$ cat config.mk
export PLATFORM = sky130hd
export DESIGN_NAME = uart_tx_rx_massiv
export DESIGN_NICKNAME = d
export VERILOG_FILES = /design/src/rtl/uart_massiv_pkg.sv /design/src/rtl/uart_rx_frame.sv /design/src/rtl/uart_tx_rx_massiv.sv
export SDC_FILE = /design/constraint.sdc
export NUM_CORES = 1
export LEC_CHECK = 0
export CORE_MARGIN = 2
export CORE_UTILIZATION = 32
export CTS_BUF_LIST = sky130_fd_sc_hd__clkbuf_4
export DETAILED_ROUTE_END_ITERATION = 16
export SYNTH_ARGS = -nofsm -noshare
export SYNTH_HDL_FRONTEND = slang
export SYNTH_SLANG_ARGS = --single-unit
$ cat constraint.sdc
create_clock -name IN_CLOCK -period 4.3 [get_ports IN_CLOCK]
set_input_delay 0.86 -clock IN_CLOCK [delete_from_list [all_inputs] [get_ports IN_CLOCK]]
set_output_delay 0.86 -clock IN_CLOCK [all_outputs]
set_load 0.01 [all_outputs]
$ cat src/rtl/uart_massiv_pkg.sv
// Shared definitions for the packet-array UART: parity codes, bit-period helper, FSM state types.
// Latency: n/a (package only).
// Backpressure: n/a (package only).
package uart_massiv_pkg;

  localparam int PARITY_NONE = 0;
  localparam int PARITY_ODD  = 1;
  localparam int PARITY_EVEN = 2;

  // Clock cycles per serial bit; the ratio must be an integer of at least 2.
  function automatic int clks_per_bit(input int clock_frequency, input int baud_rate);
    return clock_frequency / baud_rate;
  endfunction

  typedef enum logic [2:0] {
    TX_IDLE,
    TX_START,
    TX_DATA,
    TX_PARITY,
    TX_STOP,
    TX_DONE
  } tx_state_t;

  typedef enum logic [2:0] {
    RX_IDLE,
    RX_START,
    RX_DATA,
    RX_PARITY,
    RX_STOP
  } rx_state_t;

endpackage

$ cat src/rtl/uart_rx_frame.sv
// Single-frame UART receiver: start detect, mid-bit sampling, parity/stop check.
// Latency: data/vld/err strobe one cycle after the mid-sample of the last stop bit.
// Backpressure: none; the strobe is a one-cycle pulse the consumer must take.
// Ports: clk/rst (sync, active-high), rx_line serial input,
//        frame_dat received pack, frame_vld good frame strobe, frame_err bad frame strobe.
module uart_rx_frame
  import uart_massiv_pkg::*;
#(
  parameter int CPB       = 4,
  parameter int PARITY    = PARITY_EVEN,
  parameter int N         = 5,
  parameter int STOP_BITS = 1
) (
  input  logic         clk,
  input  logic         rst,
  input  logic         rx_line,
  output logic [N-1:0] frame_dat,
  output logic         frame_vld,
  output logic         frame_err
);

  localparam int CW = $clog2(CPB);
  localparam int BW = (N > 1) ? $clog2(N) : 1;
  localparam logic [CW-1:0] BIT_LAST  = CW'(CPB - 1);
  // Counter restarts on the detect edge, so the start mid-point is one short of CPB/2.
  localparam logic [CW-1:0] START_MID = CW'(CPB / 2 - 1);
  localparam logic [BW-1:0] DATA_LAST = BW'(N - 1);
  localparam logic          STOP_LAST = 1'(STOP_BITS - 1);

  rx_state_t     state;
  logic          line_q;
  logic [CW-1:0] cnt;
  logic [BW-1:0] bit_cnt;
  logic [N-1:0]  shreg;
  logic          par_bit;
  logic          stop_cnt;
  logic          stop_bad;
  logic          exp_par;
  logic          par_err;

  always_comb begin
    exp_par = (PARITY == PARITY_ODD) ? ~(^shreg) : (^shreg);
    par_err = (PARITY != PARITY_NONE) && (par_bit != exp_par);
  end

  always_ff @(posedge clk) begin
    if (rst) begin
      state     <= RX_IDLE;
      line_q    <= 1'b1;
      cnt       <= '0;
      bit_cnt   <= '0;
      shreg     <= '0;
      par_bit   <= 1'b0;
      stop_cnt  <= 1'b0;
      stop_bad  <= 1'b0;
      frame_dat <= '0;
      frame_vld <= 1'b0;
      frame_err <= 1'b0;
    end else begin
      line_q    <= rx_line;
      frame_vld <= 1'b0;
      frame_err <= 1'b0;
      case (state)
        RX_IDLE: begin
          if (line_q && !rx_line) begin
            state <= RX_START;
            cnt   <= '0;
          end
        end
        RX_START: begin
          if (cnt == START_MID) begin
            cnt <= '0;
            // A start bit that is high again at mid-bit was a glitch.
            if (rx_line) begin
              state <= RX_IDLE;
            end else begin
              state   <= RX_DATA;
              bit_cnt <= '0;
            end
          end else begin
            cnt <= cnt + 1'b1;
          end
        end
        RX_DATA: begin
          if (cnt == BIT_LAST) begin
            cnt   <= '0;
            shreg <= N'({rx_line, shreg} >> 1);
            if (bit_cnt == DATA_LAST) begin
              state    <= (PARITY == PARITY_NONE) ? RX_STOP : RX_PARITY;
              stop_cnt <= 1'b0;
              stop_bad <= 1'b0;
            end else begin
              bit_cnt <= bit_cnt + 1'b1;
            end
          end else begin
            cnt <= cnt + 1'b1;
          end
        end
        RX_PARITY: begin
          if (cnt == BIT_LAST) begin
            cnt     <= '0;
            par_bit <= rx_line;
            state   <= RX_STOP;
          end else begin
            cnt <= cnt + 1'b1;
          end
        end
        RX_STOP: begin
          if (cnt == BIT_LAST) begin
            cnt <= '0;
            if (stop_cnt == STOP_LAST) begin
              frame_dat <= shreg;
              if (stop_bad || !rx_line || par_err) frame_err <= 1'b1;
              else                                 frame_vld <= 1'b1;
              state <= RX_IDLE;
            end else begin
              stop_cnt <= 1'b1;
              stop_bad <= stop_bad | ~rx_line;
            end
          end else begin
            cnt <= cnt + 1'b1;
          end
        end
        default: state <= RX_IDLE;
      endcase
    end
  end

endmodule

$ cat src/rtl/uart_tx_rx_massiv.sv
// Full-duplex UART endpoint: TX sends up to TD packs per launch, RX fills a buffer of RD packs.
// Latency: start bit on TX_PORT one cycle after the launch edge; RX counters one cycle after the frame strobe.
// Backpressure: none; launch edges while active are ignored, RX frames beyond RD are dropped.
// Ports: IN_CLOCK/IN_RESET (sync, active-high); TX: IN_TX_DATA_MASSIV, IN_TX_NUMBER_OF_PACKS_TO_SEND,
//        IN_TX_LAUNCH, OUT_TX_ACTIVE, OUT_TX_DONE, TX_PORT; RX: RX_PORT, IN_RX_CLEAR_BUFFER,
//        OUT_RX_DATA_MASSIV, OUT_RX_ERROR, OUT_RX_NUM_OF_DATA_PACKS_READY.
// Option: define UART_RX_SYNC_EN to put a 2-flop synchronizer on RX_PORT (adds 2 cycles of RX delay).
module uart_tx_rx_massiv
  import uart_massiv_pkg::*;
#(
  parameter int UART_BAUD_RATE           = 9600,
  parameter int CLOCK_FREQUENCY          = 38400,
  parameter int PARITY                   = PARITY_EVEN,
  parameter int NUM_OF_DATA_BITS_IN_PACK = 5,
  parameter int NUMBER_STOP_BITS         = 1,
  parameter int TX_MASSIV_DEEP           = 2,
  parameter int RX_MASSIV_DEEP           = 4
) (
  input  logic                                                IN_CLOCK,
  input  logic                                                IN_RESET,
  input  logic [NUM_OF_DATA_BITS_IN_PACK*TX_MASSIV_DEEP-1:0] IN_TX_DATA_MASSIV,
  input  logic [$clog2(TX_MASSIV_DEEP):0]                     IN_TX_NUMBER_OF_PACKS_TO_SEND,
  input  logic                                                IN_TX_LAUNCH,
  output logic                                                OUT_TX_ACTIVE,
  output logic                                                OUT_TX_DONE,
  input  logic                                                IN_RX_CLEAR_BUFFER,
  output logic [NUM_OF_DATA_BITS_IN_PACK*RX_MASSIV_DEEP-1:0] OUT_RX_DATA_MASSIV,
  output logic [$clog2(RX_MASSIV_DEEP):0]                     OUT_RX_ERROR,
  output logic [$clog2(RX_MASSIV_DEEP):0]                     OUT_RX_NUM_OF_DATA_PACKS_READY,
  output logic                                                TX_PORT,
  input  logic                                                RX_PORT
);

  localparam int N   = NUM_OF_DATA_BITS_IN_PACK;
  localparam int TD  = TX_MASSIV_DEEP;
  localparam int RD  = RX_MASSIV_DEEP;
  localparam int CPB = clks_per_bit(CLOCK_FREQUENCY, UART_BAUD_RATE);
  localparam int CW  = $clog2(CPB);
  localparam int BW  = (N > 1) ? $clog2(N) : 1;
  localparam int PW  = $clog2(TD) + 1;
  localparam int RW  = $clog2(RD) + 1;
  localparam logic [CW-1:0] BIT_LAST  = CW'(CPB - 1);
  localparam logic [BW-1:0] DATA_LAST = BW'(N - 1);
  localparam logic          STOP_LAST = 1'(NUMBER_STOP_BITS - 1);
  localparam logic [PW-1:0] TD_CNT    = PW'(TD);
  localparam logic [RW-1:0] RD_CNT    = RW'(RD);

  // ---------------- TX serializer ----------------
  tx_state_t       tx_state;
  logic            launch_q;
  logic            launch_rise;
  logic [N*TD-1:0] tx_data_q;
  logic [PW-1:0]   pack_idx;
  logic [PW-1:0]   pack_total;
  logic [PW-1:0]   count_clamped;
  logic [CW-1:0]   clk_cnt;
  logic [BW-1:0]   bit_cnt;
  logic            stop_cnt;
  logic [N-1:0]    tx_shift;
  logic [N-1:0]    cur_pack;
  logic            tx_par;
  logic            bit_end;
  logic            tx_port_r;
  logic            tx_active_r;
  logic            tx_done_r;

  assign launch_rise   = IN_TX_LAUNCH & ~launch_q;
  assign bit_end       = (clk_cnt == BIT_LAST);
  assign count_clamped = (IN_TX_NUMBER_OF_PACKS_TO_SEND > TD_CNT) ? TD_CNT : IN_TX_NUMBER_OF_PACKS_TO_SEND;

  always_comb begin
    cur_pack = '0;
    for (int k = 0; k < TD; k++) begin
      if (int'(pack_idx) == k) cur_pack = tx_data_q[k*N +: N];
    end
    tx_par = (PARITY == PARITY_ODD) ? ~(^cur_pack) : (^cur_pack);
  end

  always_ff @(posedge IN_CLOCK) begin
    if (IN_RESET) begin
      tx_state    <= TX_IDLE;
      launch_q    <= 1'b0;
      tx_data_q   <= '0;
      pack_idx    <= '0;
      pack_total  <= '0;
      clk_cnt     <= '0;
      bit_cnt     <= '0;
      stop_cnt    <= 1'b0;
      tx_shift    <= '0;
      tx_port_r   <= 1'b1;
      tx_active_r <= 1'b0;
      tx_done_r   <= 1'b0;
    end else begin
      launch_q <= IN_TX_LAUNCH;
      case (tx_state)
        TX_IDLE: begin
          tx_port_r <= 1'b1;
          tx_done_r <= 1'b0;
          if (launch_rise) begin
            tx_data_q  <= IN_TX_DATA_MASSIV;
            pack_idx   <= '0;
            pack_total <= count_clamped;
            clk_cnt    <= '0;
            if (count_clamped == '0) begin
              tx_done_r <= 1'b1;
              tx_state  <= TX_DONE;
            end else begin
              tx_port_r   <= 1'b0;
              tx_active_r <= 1'b1;
              tx_state    <= TX_START;
            end
          end
        end
        TX_START: begin
          if (bit_end) begin
            clk_cnt   <= '0;
            bit_cnt   <= '0;
            tx_port_r <= cur_pack[0];
            tx_shift  <= cur_pack >> 1;
            tx_state  <= TX_DATA;
          end else begin
            clk_cnt <= clk_cnt + 1'b1;
          end
        end
        TX_DATA: begin
          if (bit_end) begin
            clk_cnt <= '0;
            if (bit_cnt == DATA_LAST) begin
              stop_cnt <= 1'b0;
              if (PARITY == PARITY_NONE) begin
                tx_port_r <= 1'b1;
                tx_state  <= TX_STOP;
              end else begin
                tx_port_r <= tx_par;
                tx_state  <= TX_PARITY;
              end
            end else begin
              bit_cnt   <= bit_cnt + 1'b1;
              tx_port_r <= tx_shift[0];
              tx_shift  <= tx_shift >> 1;
            end
          end else begin
            clk_cnt <= clk_cnt + 1'b1;
          end
        end
        TX_PARITY: begin
          if (bit_end) begin
            clk_cnt   <= '0;
            tx_port_r <= 1'b1;
            tx_state  <= TX_STOP;
          end else begin
            clk_cnt <= clk_cnt + 1'b1;
          end
        end
        TX_STOP: begin
          if (bit_end) begin
            clk_cnt <= '0;
            if (stop_cnt != STOP_LAST) begin
              stop_cnt <= 1'b1;
            end else if ((pack_idx + 1'b1) < pack_total) begin
              // Next pack follows immediately with its start bit.
              pack_idx  <= pack_idx + 1'b1;
              tx_port_r <= 1'b0;
              tx_state  <= TX_START;
            end else begin
              tx_active_r <= 1'b0;
              tx_done_r   <= 1'b1;
              tx_state    <= TX_DONE;
            end
          end else begin
            clk_cnt <= clk_cnt + 1'b1;
          end
        end
        TX_DONE: begin
          tx_done_r <= 1'b0;
          tx_state  <= TX_IDLE;
        end
        default: tx_state <= TX_IDLE;
      endcase
    end
  end

  assign TX_PORT       = tx_port_r;
  assign OUT_TX_ACTIVE = tx_active_r;
  assign OUT_TX_DONE   = tx_done_r;

  // ---------------- RX path ----------------
  logic rx_line;
`ifdef UART_RX_SYNC_EN
  logic [1:0] rx_sync;
  always_ff @(posedge IN_CLOCK) begin
    if (IN_RESET) rx_sync <= 2'b11;
    else          rx_sync <= {rx_sync[0], RX_PORT};
  end
  assign rx_line = rx_sync[1];
`else
  assign rx_line = RX_PORT;
`endif

  logic [N-1:0] frame_dat;
  logic         frame_vld;
  logic         frame_err;

  uart_rx_frame #(
    .CPB       (CPB),
    .PARITY    (PARITY),
    .N         (N),
    .STOP_BITS (NUMBER_STOP_BITS)
  ) u_rx_frame (
    .clk       (IN_CLOCK),
    .rst       (IN_RESET),
    .rx_line   (rx_line),
    .frame_dat (frame_dat),
    .frame_vld (frame_vld),
    .frame_err (frame_err)
  );

  logic [N*RD-1:0] rx_buf;
  logic [RW-1:0]   rx_ready;
  logic [RW-1:0]   rx_err_cnt;

  always_ff @(posedge IN_CLOCK) begin
    if (IN_RESET || IN_RX_CLEAR_BUFFER) begin
      // Clear takes priority; a frame completing in the same cycle is lost.
      rx_buf     <= '0;
      rx_ready   <= '0;
      rx_err_cnt <= '0;
    end else begin
      if (frame_vld && (rx_ready < RD_CNT)) begin
        for (int k = 0; k < RD; k++) begin
          if (int'(rx_ready) == k) rx_buf[k*N +: N] <= frame_dat;
        end
        rx_ready <= rx_ready + 1'b1;
      end
      if (frame_err && (rx_err_cnt < RD_CNT)) begin
        rx_err_cnt <= rx_err_cnt + 1'b1;
      end
    end
  end

  assign OUT_RX_DATA_MASSIV             = rx_buf;
  assign OUT_RX_ERROR                   = rx_err_cnt;
  assign OUT_RX_NUM_OF_DATA_PACKS_READY = rx_ready;

endmodule

; After elaboration in Yosys (flattened, before gate mapping)
; Index checks and enable logic that the tools add are counted.
[word_totals]
reg_bits = 82
latch_bits = 0
mem_bits_rw = 0
mem_bits_ro = 0
out_inout_bits = 29
word_cells = 216
mem_count = 0
[op_classes]
add_sub_neg = 7
mul = 0
div_mod_pow = 0
n_lt_le_gt_ge = 4
eq_ne = 40
shifts = 0
muxes = 82
bitwise = 7
n_reduce_logical = 47
[ops]
columns = operator, count
row1 = $mux 3, 23
row2 = $mux 1, 30
row3 = $pmux 3 s5, 2
row4 = $ne 2x2->1 const B, 14
row5 = $mux 5, 5
row6 = $eq 3x3->1 const B, 7
row7 = $reduce_and 7->1, 3
row8 = $mux 2, 10
row9 = $reduce_and 2->1, 9
row10 = $reduce_and 4->1, 4
row11 = $eq 3x2->1 const B, 5
row12 = $reduce_and 5->1, 3
row13 = $ne 2x1->1 const B, 7
row14 = $add 3x1->3 const B, 4
row15 = $pmux 3 s2, 2
row16 = $reduce_bool 2->1, 6
row17 = $pmux 5 s2, 1
row18 = $reduce_xor 5->1, 2
row19 = $logic_not 3->1, 3
row20 = $pmux 1 s2, 4
row21 = $pmux 2 s2, 2
row22 = $reduce_or 4->1, 2
row23 = $add 2x1->2 const B, 3
row24 = $eq 2x2->1 const B, 3
row25 = 21 further kinds, 33

; Logic depth before layout (Yosys ltp)
; Gate-level depths: netlist (run 1).
[logic_depth]
depth_word = 7
depth_mapped = 7

; Cells and area by module
; From an unflattened synthesis (run 1), not the netlist that was laid out.
[unflattened]
cells_unflattened = 442
hier_area_um2 = 3834.9
[by_module_without_submodules]
columns = module, n_inst, cells_per_inst, area_each_um2, seq_area_each_um2
row1 = uart_tx_rx_massiv, 1, 314, 2660.1, 1121.1
row2 = uart_rx_frame, 1, 128, 1174.9, 460.4

; Least setup slack after synthesis (run 1)
; Ideal clock, no wire load.
[synth_timing]
kind = flip-flop to flip-flop
start = register pack_idx[0]
end = register tx_port_r (netlist: TX_PORT)
arrival_time_ns = 1.897
required_time_ns = 4.168
slack_ns = 2.270
path_stages_with_launch = 8
period_less_slack_ns = 2.030
cell_sequence = dfxtp_1 -> inv_1 -> ha_1 -> ha_1 -> a21boi_0 -> or4b_1 -> a31oi_1 -> o311ai_1
[synth_via]
elab_chain_len = 7
elab_cells_between_ends = 13
cone_classes = add/sub: 1 / order compare: 1 / eq/ne: 2 / mux: 6 / reduce/logical: 3
[synth_rtl]
columns = item, line_no
row1 = start: declaration, uart_tx_rx_massiv.sv:53  ; logic [PW-1:0] pack_idx;
row2 = start signal: assignment, uart_tx_rx_massiv.sv:162  ; pack_idx <= pack_idx + 1'b1;
row3 = $logic_not 2->1, uart_tx_rx_massiv.sv:74  ; if (int'(pack_idx) == k) cur_pack = tx_data_q[k*N +: N];
row4 = $mux 5 (2 in a row), uart_tx_rx_massiv.sv:74
row5 = $reduce_xor 5->1, uart_tx_rx_massiv.sv:76  ; tx_par = (PARITY == PARITY_ODD) ? ~(^cur_pack) : (^cur_pack);
row6 = $mux 1, uart_tx_rx_massiv.sv:128  ; if (bit_cnt == DATA_LAST) begin
row7 = $mux 1, uart_tx_rx_massiv.sv:126  ; if (bit_end) begin
row8 = $pmux 1 s5, uart_tx_rx_massiv.sv:95  ; case (tx_state)
row9 = end signal: assignment, uart_tx_rx_massiv.sv:118  ; tx_port_r <= cur_pack[0];
row10 = end signal: assignment, uart_tx_rx_massiv.sv:134  ; tx_port_r <= tx_par;
row11 = end signal: assignment, uart_tx_rx_massiv.sv:139  ; tx_port_r <= tx_shift[0];
row12 = end: declaration, uart_tx_rx_massiv.sv:63  ; logic tx_port_r;
; Parallel ways exist; a longest one is shown, timed or not. The select of a mux whose other input is x is not followed.
; A chain may end at the register's enable or synchronous reset.

; Worst setup path in the final report (run 1)
[layout_timing]
start = input IN_TX_LAUNCH
end = register tx_active_r (netlist: OUT_TX_ACTIVE)
[layout_via]
elab_chain_len = 3
[layout_rtl]
columns = item, line_no
row1 = start: declaration, uart_tx_rx_massiv.sv:23  ; input logic IN_TX_LAUNCH,
row2 = $and 1x1->1, uart_tx_rx_massiv.sv:67  ; assign launch_rise = IN_TX_LAUNCH & ~launch_q;
row3 = $ne 2x2->1 (no line), -
row4 = $reduce_and 6->1 (no line), -
row5 = end signal: assignment, uart_tx_rx_massiv.sv:91  ; tx_active_r <= 1'b0;
row6 = end signal: assignment, uart_tx_rx_massiv.sv:109  ; tx_active_r <= 1'b1;
row7 = end signal: assignment, uart_tx_rx_massiv.sv:166  ; tx_active_r <= 1'b0;
row8 = end: declaration, uart_tx_rx_massiv.sv:64  ; logic tx_active_r;
; Every way passes these cells.

==> results.json, run 1 <==
{
  "area_growth_pct": 17.2,
  "detail_route.wirelength_um": 8550,
  "synth_top_cell_by_area": "dfxtp_1",
  "min-delay-start": "u_rx_frame.stop_bad",
  "ys.flop_type": "dfxtp_1",
  "finalSetupTns_ns": 0,
  "clk-insertion-delay-late_ns": 0.43,
  "clock.fmax_mhz": 413,
  "drc": 0,
  "die_h_um": 113,
  "wire_per_inst_um": 13.5,
  "root_buffer": "clkbuf_4",
  "whs_path_depth": 2,
  "worstHoldPathType": "reg2reg",
  "cts_buffer_depth": 2,
  "cp_slowest_stage_delay_ns": 0.66,
  "final_area_um2": 4480,
  "p_leak_nw": 1.55,
  "clkTransAtPathRegs_ns": 0.13,
  "relSlewSlack": 0.437,
  "synth_edf_count": 0,
  "syn_area_um2": 3830,
  "drive_gt1_frac": 0.0654,
  "grt_max_degree": 53,
  "cts_buffers": 9,
  "irDropWorstVdd_mv": 0.114,
  "fp.dieW_um": 113,
  "crit_chain": "clkdlybuf4s50_1 -> or3b_2 -> nor2_1 -> a22oi_1 -> nor2_1",
  "io_buffers": 45,
  "post_cts_resized": 0,
  "outcome": "finished, final reports clean",
  "ant_nets": 0,
  "gp_congestion": 0.794,
  "dpl_cell_area_um2": 4350,
  "r2r_start": "pack_idx[0]",
  "cp_slowest_cell": "nor2_1",
  "via_count": 3208,
  "yosys.area.top_type_share": 0.413,
  "ff2ff_setup_slack_ns": 2.02,
  "htree_levels": 3,
  "async_flop_share": 0,
  "cts_tree": "yes",
  "ios": 46,
  "maxCapViolations": 0,
  "rows": 39,
  "grt_usage": 0.135,
  "synth_area_leaders": "dfxtp_1 (41%), a21oi_1 (7.3%), nand2_1 (6.2%)",
  "startpoint": "IN_TX_LAUNCH",
  "yosysSeqAreaShare": 0.413,
  "critPathLaunchType": "input port",
  "finalNonFillerCells": 633,
  "drt_iter0_markers": 233,
  "ys_ff_latch": 79,
  "cts_sinks": 79,
  "crit_arrival_ns": 2.79,
  "fin_nets": 519,
  "place_inst": 617,
  "cp_common_cell": "nor2_1",
  "dr.pass1.iters": 4,
  "core_um2": 11600,
  "post_cts_buffers": 0,
  "vias_per_cell": 5.07,
  "syn-num-nets": 487,
  "cp.buffers_inverters": 1,
  "tightest_slew_ns": 0.842,
  "syn_inst": 453,
  "power.density_nw_per_um2": 307,
  "synth_cell_type_count": 57,
  "period_share": 0.563,
  "hpwlAfterDp_um": 5950,
  "crit_family": "simple AND/OR/NAND/NOR gates",
  "critPathMaxFanout": 13,
  "r2r-end": "TX_PORT",
  "worst_ep_required_time_ns": 4.67,
  "cp-end-kind": "flop",
  "hold_viol": 0,
  "fillers": 1158,
  "yosysWarnings": 0,
  "grt_pass1_vias": 2971,
  "setup_violations": 0,
  "overflow": 0,
  "period_needed_ns": 2.42,
  "final_core_util": 0.388,
  "final_max_slew_viol_count": 0,
  "initial_core_util": 0.331,
  "avgSynthCellArea_um2": 8.45,
  "rr_worst_depth": 7,
  "clock-skew-final_ns": 0.0115,
  "grt_pass1_wl_um": 14100,
  "cts_hold_buf": 0,
  "die-area_um2": 12800,
  "hold_end": "u_rx_frame.stop_bad",
  "rsz0062_at_grt": "false",
  "antenna_found_initial": 1,
  "crit_type": "in2reg"
}
stage by stage:
| step | hold slack (ns) | setup slack [ns] | total power (W) |
|---|---|---|---|
| after floorplan | 0.416 | 2.27 | 0.000900 |
| after global placement | 0.433 | 1.46 | 0.000942 |
| after detailed placement | 0.432 | 1.39 | 0.000946 |
| after CTS | 0.450 | 1.84 | 0.00139 |
| after global routing | 0.480 | 1.71 | 0.00143 |
| final | 0.448 | 1.88 | 0.00138 |
layout make-up:
type	instances	area [µm²]	share of cell area
diodes	1	2.50	0.000558
clock buffers	11	82.6	0.0184
clock inverters	4	47.5	0.0106
inverters	18	67.6	0.0151
multi-input cells	330	2060	0.460
flip-flops and latches	79	1580	0.353
well taps	143	179	0.0399
repair buffers	47	460	0.103
worst register-to-register path: stages, from the launching register on:
cell,delay [ns]
dfxtp_1,0.43
inv_1,0.06
ha_1,0.31
ha_1,0.27
a21boi_0,0.58
nor4_2,0.15
o221ai_1,0.24
o311ai_1,0.13
Yosys cell counts (2+ instances only):
cell type and count:
xor3_1 2, nand3b_1 2, xnor2_1 9, clkbuf_1 18, a311oi_1 4, mux2i_1 14
nor2_1 33, a21o_1 3, nor3_1 5, inv_1 18, nor2b_1 13, a31oi_1 2
nand2b_1 7, buf_1 2, o21a_1 3, nand3_1 23, xor2_1 5, o31ai_1 4
or3b_2 3, ha_1 17, dfxtp_1 79, nand4_1 4, o2111ai_1 5, a21oi_1 56
and2_1 2, o21ai_0 12, o211ai_1 4, a22oi_1 3, or3_1 3, buf_2 4
or3b_1 2, nand2_1 63, or2_2 5
routing by layer:
metal	GRT usage	part of all wire	vias to the layer above
li1	-	-	1638
met1	0.181	0.49	1496
met2	0.212	0.45	60
met3	0.0252	0.040	14
met4	0.0577	0.020	0
met5	0	0	-
logic make-up after synthesis:
family	Yosys count	share of synthesized area
muxes	14	0.0366
and+or+nand+nor	174	0.228
buffers and inverters	44	0.0474
xor gates and xnor gates	16	0.0445
adders and majority gates	17	0.0556
AOI/OAI and AO/OA	109	0.175
DFF	79	0.413
power by group:
| part | leakage [nW] | total, W | internal (W) | switching [W] |
|---|---|---|---|---|
| clock | 0.0743 | 0.000446 | 0.000186 | 0.000260 |
| sequential | 0.640 | 0.000779 | 0.000751 | 0.0000275 |
| combinational | 0.832 | 0.000152 | 0.0000740 | 0.0000781 |
registers in the layout (all words and copies together) (netlist names), 2 cells and up:
| signal | flops |
|---|---|
| bit_cnt | 3 |
| clk_cnt | 2 |
| pack_total | 2 |
| u_rx_frame.frame_dat | 5 |
| tx_state | 3 |
| u_rx_frame.state | 3 |
| u_rx_frame.bit_cnt | 3 |
| u_rx_frame.cnt | 2 |
| OUT_RX_NUM_OF_DATA_PACKS_READY | 3 |
| tx_shift | 4 |
| pack_idx | 2 |
| OUT_RX_DATA_MASSIV | 20 |
| tx_data_q | 10 |
| OUT_RX_ERROR | 3 |
| u_rx_frame.shreg | 5 |
cells in the final DEF, fill, tap and decap left out, types with 7 or more instances in the layout:
cell and n:
nand2b_1 7, nand2_1 63, clkdlybuf4s50_1 44, o21ai_0 12, dfxtp_1 79, a21oi_1 56, inv_1 18, clkbuf_4 11
nor2_1 33, mux2i_1 14, xnor2_1 9, nand3_1 23, nor2b_1 13, ha_1 17
worst max path at each step:
stage                    endpoint  slack, ns  depth (start not counted)
floorplan                 TX_PORT       2.27                          7
global placement    OUT_TX_ACTIVE       1.46                          5
detailed placement  OUT_TX_ACTIVE       1.39                          5
CTS                 OUT_TX_ACTIVE       1.84                          5
global route        OUT_TX_ACTIVE       1.71                          5
finish              OUT_TX_ACTIVE       1.88                          5
Power figures use the tool's default switching activity.
==> inputs of run 2 (changes only) <==
==> constraint.sdc (replaced) <==
create_clock -name IN_CLOCK -period 2.4 [get_ports IN_CLOCK]
set_input_delay 0.48 -clock IN_CLOCK [delete_from_list [all_inputs] [get_ports IN_CLOCK]]
set_output_delay 0.48 -clock IN_CLOCK [all_outputs]
set_load 0.01 [all_outputs]
==> run 2 against run 1 <==
Effect of this change: sequential power is 78% higher; utilization fell by 0.12 points; clock skew fell by 0.0011 ns; worst hold slack improved by 0.0057 ns; via count fell by 0.22%; design area down 0.31%; flip-flop and latch count stayed put; first-iteration DRC count shrank 19%; clock power is 48% higher; clock-buffer cell count is 1 lower; sequential share of layout area up 0.11 points; power rose by 69%; critical path type is now reg2reg.
==> results.json, run 2 (synthesis results as in run 1) <==
{
  "grt_max_degree": 52,
  "period_needed_ns": 2.13,
  "die-area_um2": 12800,
  "clock-skew-final_ns": 0.0104,
  "final_max_slew_viol_count": 0,
  "seqCellArea_um2": 1580,
  "final_area_um2": 4470,
  "cts_buffer_depth": 2,
  "r2r_start": "pack_idx[0]",
  "outcome": "finished, final reports clean",
  "hpwlAfterDp_um": 5930,
  "rsz0062_at_grt": "false",
  "drc": 0,
  "clkTransAtPathRegs_ns": 0.12,
  "grt_pass1_vias": 2981,
  "cp-end-kind": "flop",
  "initial_core_util": 0.331,
  "ios": 46,
  "crit_family": "adder cells",
  "fin_nets": 521,
  "cp_common_cell": "ha_1",
  "cts_tree": "yes",
  "cp.buffers_inverters": 1,
  "area_growth_pct": 16.8,
  "p_leak_nw": 1.54,
  "drt_iter0_markers": 189,
  "cp_slowest_cell": "or4b_1",
  "hold_end": "u_rx_frame.stop_bad",
  "finalSetupTns_ns": 0,
  "htree_levels": 3,
  "multiInputGateArea_um2": 2060,
  "r2r-end": "TX_PORT",
  "fillers": 1143,
  "layout_commonest_cell": "dfxtp_1",
  "min-delay-start": "u_rx_frame.stop_bad",
  "dpl_cell_area_um2": 4370,
  "hold_viol": 0,
  "core_um2": 11600,
  "irDropWorstVdd_mv": 0.154,
  "crit_cells": 7,
  "overflow": 0,
  "period_share": 0.888,
  "critPathLaunchType": "flop",
  "rr_worst_depth": 7,
  "whs_path_depth": 2,
  "grt_pass1_wl_um": 14000,
  "p_total_w": 0.00233,
  "vias_per_cell": 5.04,
  "worst_ep_required_time_ns": 2.72,
  "relSlewSlack": 0.625,
  "rows": 39,
  "final_cell_mix": "dfxtp_1 (79), nand2_1 (63), a21oi_1 (56)",
  "crit_type": "reg2reg",
  "dr.pass1.iters": 4,
  "ant_nets": 0,
  "via_count": 3201,
  "fp.dieW_um": 113,
  "io_buffers": 45,
  "critPathMaxFanout": 6,
  "tightest_slew_ns": 0.562,
  "root_buffer": "clkbuf_4",
  "clk-insertion-delay-late_ns": 0.43,
  "crit_arrival_ns": 2.45,
  "worstHoldPathType": "reg2reg",
  "drive_gt1_frac": 0.0672,
  "die_h_um": 113,
  "wire_per_inst_um": 13.3,
  "cp_slowest_stage_delay_ns": 0.49,
  "detail_route.wirelength_um": 8470,
  "grt_usage": 0.134,
  "clock.fmax_mhz": 469,
  "setup_violations": 0,
  "maxCapViolations": 0,
  "antenna_found_initial": 1,
  "power.density_nw_per_um2": 521,
  "cts_buffers": 9,
  "largest_reg_flops": 20,
  "gp_congestion": 0.830,
  "ff2ff_setup_slack_ns": 0.27,
  "cts_sinks": 79,
  "crit_chain": "inv_1 -> ha_1 -> ha_1 -> a21boi_1 -> or4b_1 -> a31oi_1 -> o311ai_1"
}
[run 2: worst max path at each step]
| stage | startpoint | end | slack [ns] |
|---|---|---|---|
| after floorplan | pack_idx[0] | TX_PORT | 0.37 |
| after global placement | pack_idx[0] | TX_PORT | 0.26 |
| after detailed placement | pack_idx[0] | pack_idx[1] | 0.19 |
| after CTS | pack_idx[0] | pack_idx[1] | 0.15 |
| after global routing | pack_idx[0] | pack_idx[1] | 0.14 |
| final | pack_idx[0] | TX_PORT | 0.27 |
[run 2: area by class of cell]
class	count	share of cell area
Tap cell	143	0.0400
Multi-Input combinational cell	330	0.462
Timing Repair Buffer	49	0.106
Sequential cell	79	0.354
Clock buffer	10	0.0168
Antenna cell	1	0.000560
Inverter	18	0.0151
Clock inverter	5	0.00588
[run 2: repair_timing]
item | 4_1_cts | 5_1_grt
hold buffers | 0 | 0
hold endpoints to repair | 0 | 0
buffers inserted | 0 | 0
setup endpoints to repair | 0 | 4
resized for setup | 0 | 1
[run 2: where the power goes]
part | internal, W | total (W) | leakage, nW | switching [W]
combinational | 0.000136 | 0.000277 | 0.842 | 0.000141
sequential | 0.00135 | 0.00139 | 0.640 | 0.0000474
clock | 0.000211 | 0.000660 | 0.0611 | 0.000449
[run 2: per-layer routing]
metal | track usage | vias to the layer above | share of wire | wire length, µm
met5 | 0 | - | 0 | 0
li1 | - | 1651 | - | -
met1 | 0.175 | 1500 | 0.50 | 4190
met3 | 0.0289 | 6 | 0.029 | 246
met4 | 0.0593 | 0 | 0.011 | 97
met2 | 0.214 | 44 | 0.46 | 3930
[run 2: worst min-delay path: stages (launching register included)]
cell	delay (ns)
dfxtp_1	0.32
inv_1	0.06
a311oi_1	0.04
[run 2: stage by stage]
step	instances	hold slack (ns)	setup slack, ns	utilization
final	635	0.454	0.269	0.387
after global placement	619	0.431	0.261	0.378
after detailed placement	619	0.442	0.186	0.378
after floorplan	453	0.416	0.370	-
after CTS	634	0.460	0.154	0.386
after global routing	635	0.485	0.144	0.387
==> inputs of run 3 (changes only) <==
--- a/config.mk
+++ b/config.mk
@@ -9,6 +9,7 @@
 export CORE_UTILIZATION = 32
 export CTS_BUF_LIST = sky130_fd_sc_hd__clkbuf_4
 export DETAILED_ROUTE_END_ITERATION = 16
+export REMOVE_ABC_BUFFERS = 1
 export SYNTH_ARGS = -nofsm -noshare
 export SYNTH_HDL_FRONTEND = slang
 export SYNTH_SLANG_ARGS = --single-unit
==> run 3 against run 2 <==
Effect of this change: flip-flop and latch count is the same; register-to-register slack worse by 0.03 ns; largest power group unchanged; clock power grew 8.3%; critical endpoint unchanged.
==> results.json, run 3 (synthesis results as in run 1) <==
{
  "drt_iter0_markers": 216,
  "vias_per_cell": 4.96,
  "cts_sinks": 79,
  "tightest_slew_ns": 0.577,
  "core_um2": 11600,
  "hold_viol": 0,
  "cp_common_cell": "ha_1",
  "cp_slowest_cell": "or4b_1",
  "post_cts_resized": 0,
  "antenna_found_initial": 1,
  "clock-skew-final_ns": 0.0242,
  "clkTransAtPathRegs_ns": 0.13,
  "cts_buffers": 9,
  "fin_nets": 520,
  "ios": 46,
  "power_frac_clock": 0.300,
  "cts_buffer_depth": 2,
  "drive_gt1_frac": 0.0692,
  "rsz0062_at_grt": "false",
  "p_leak_nw": 1.55,
  "worst_ep_required_time_ns": 2.72,
  "crit_type": "reg2reg",
  "rows": 39,
  "area_growth_pct": 17.2,
  "root_buffer": "clkbuf_4",
  "irDropWorstVdd_mv": 0.202,
  "overflow": 0,
  "power.density_nw_per_um2": 531,
  "relSlewSlack": 0.615,
  "p_int_w": 0.00171,
  "gp_congestion": 0.814,
  "grt_max_degree": 52,
  "fp.dieW_um": 113,
  "maxCapViolations": 0,
  "p_total_w": 0.00238,
  "cts_tree": "yes",
  "via_count": 3148,
  "critPathMaxFanout": 6,
  "grt_pass1_wl_um": 13600,
  "cp-end-kind": "flop",
  "period_share": 0.900,
  "outcome": "finished, final reports clean",
  "grt_usage": 0.130,
  "setup_violations": 0,
  "p_comb_frac": 0.114,
  "post_cts_buffers": 0,
  "period_needed_ns": 2.16,
  "final_max_slew_viol_count": 0,
  "die_h_um": 113,
  "p_sw_w": 0.000668,
  "dr.pass1.iters": 4,
  "seqPwrFrac": 0.586,
  "crit_chain": "inv_1 -> ha_1 -> ha_1 -> a21boi_1 -> or4b_1 -> a31oi_1 -> o311ai_1",
  "hpwlAfterDp_um": 5590,
  "clk-insertion-delay-late_ns": 0.44,
  "crit_arrival_ns": 2.48,
  "cp_slowest_stage_delay_ns": 0.50,
  "clock.fmax_mhz": 463,
  "layout_commonest_cell": "dfxtp_1",
  "cts_hold_buf": 0,
  "final_cell_mix": "dfxtp_1 (79), nand2_1 (63), a21oi_1 (56)",
  "io_buffers": 45,
  "drc": 0,
  "wire_per_inst_um": 12.5,
  "critPathLaunchType": "flop",
  "initial_core_util": 0.331,
  "htree_levels": 3,
  "place_ws_ns": 0.179,
  "largest_reg_flops": 20,
  "detail_route.wirelength_um": 7940,
  "worst_slack_ns": 0.240,
  "die-area_um2": 12800,
  "netSwitchingFraction": 0.281,
  "finalSetupTns_ns": 0,
  "worstHoldPathType": "reg2reg",
  "ant_nets": 0,
  "grt_pass1_vias": 2926
}
==> run 3: changes by cell type in the layout (fill, tap and decap cells not counted), sizes merged <==
cell	before	now
buf	5	4
inv	18	19
==> run 3: critical path, delay by kind of cell, from the launching register on <==
kind / cells / cell delay (ns)
adder cells (fa/ha/maj): 2 / 0.57
AND/OR/NAND/NOR: 1 / 0.50
AO/OA/AOI/OAI: 3 / 0.49
flip-flops: 1 / 0.42
buffers and inverters: 1 / 0.06
==> run 3: area by class of cell <==
| class | instances | area, µm² |
|---|---|---|
| repair buffers | 48 | 468 |
| clock inverters | 6 | 46.3 |
| well taps | 143 | 179 |
| multi-input cells | 330 | 2060 |
| flip-flops and latches | 79 | 1580 |
| diodes | 1 | 2.50 |
| inverters | 18 | 67.6 |
| clock buffers | 10 | 75.1 |
| fillers | 1158 | 7080 |
==> run 3: power groups by stage <==
stage                     Sequential (W)  Combinational [W]  Clock (W)
final                            0.00139           0.000272   0.000715
after detailed placement         0.00142           0.000272          0
after global routing             0.00140           0.000306   0.000812
after floorplan                  0.00141           0.000175          0
after global placement           0.00142           0.000268          0
after CTS                        0.00139           0.000273   0.000754
==> run 3: path summary, 6_finish.rpt <==
kind | from | endpoint | slack (ns) | cells past startpoint
worst min register to register | u_rx_frame.stop_bad | u_rx_frame.stop_bad | 0.46 | 2
worst max-delay path | pack_idx[0] | TX_PORT | 0.24 | 7
worst min-delay path | u_rx_frame.stop_bad | u_rx_frame.stop_bad | 0.46 | 2
worst max register to register | pack_idx[0] | TX_PORT | 0.24 | 7
==> run 3: routing by layer <==
layer  GRT usage  up-vias  wire, µm
met4      0.0504        0       115
met2       0.201       59      3510
met1       0.173     1445      4030
li1            -     1635         -
met5           0        -         0
met3      0.0343        9       286
==> run 3: metrics by stage <==
stage | util | hold slack [ns] | instance area [µm²] | cells
after CTS | 0.387 | 0.459 | 4480 | 634
after global routing | 0.388 | 0.482 | 4480 | 635
after detailed placement | 0.377 | 0.440 | 4360 | 618
after global placement | 0.377 | 0.429 | 4360 | 618
final | 0.388 | 0.456 | 4480 | 635
after floorplan | - | 0.416 | 3710 | 427
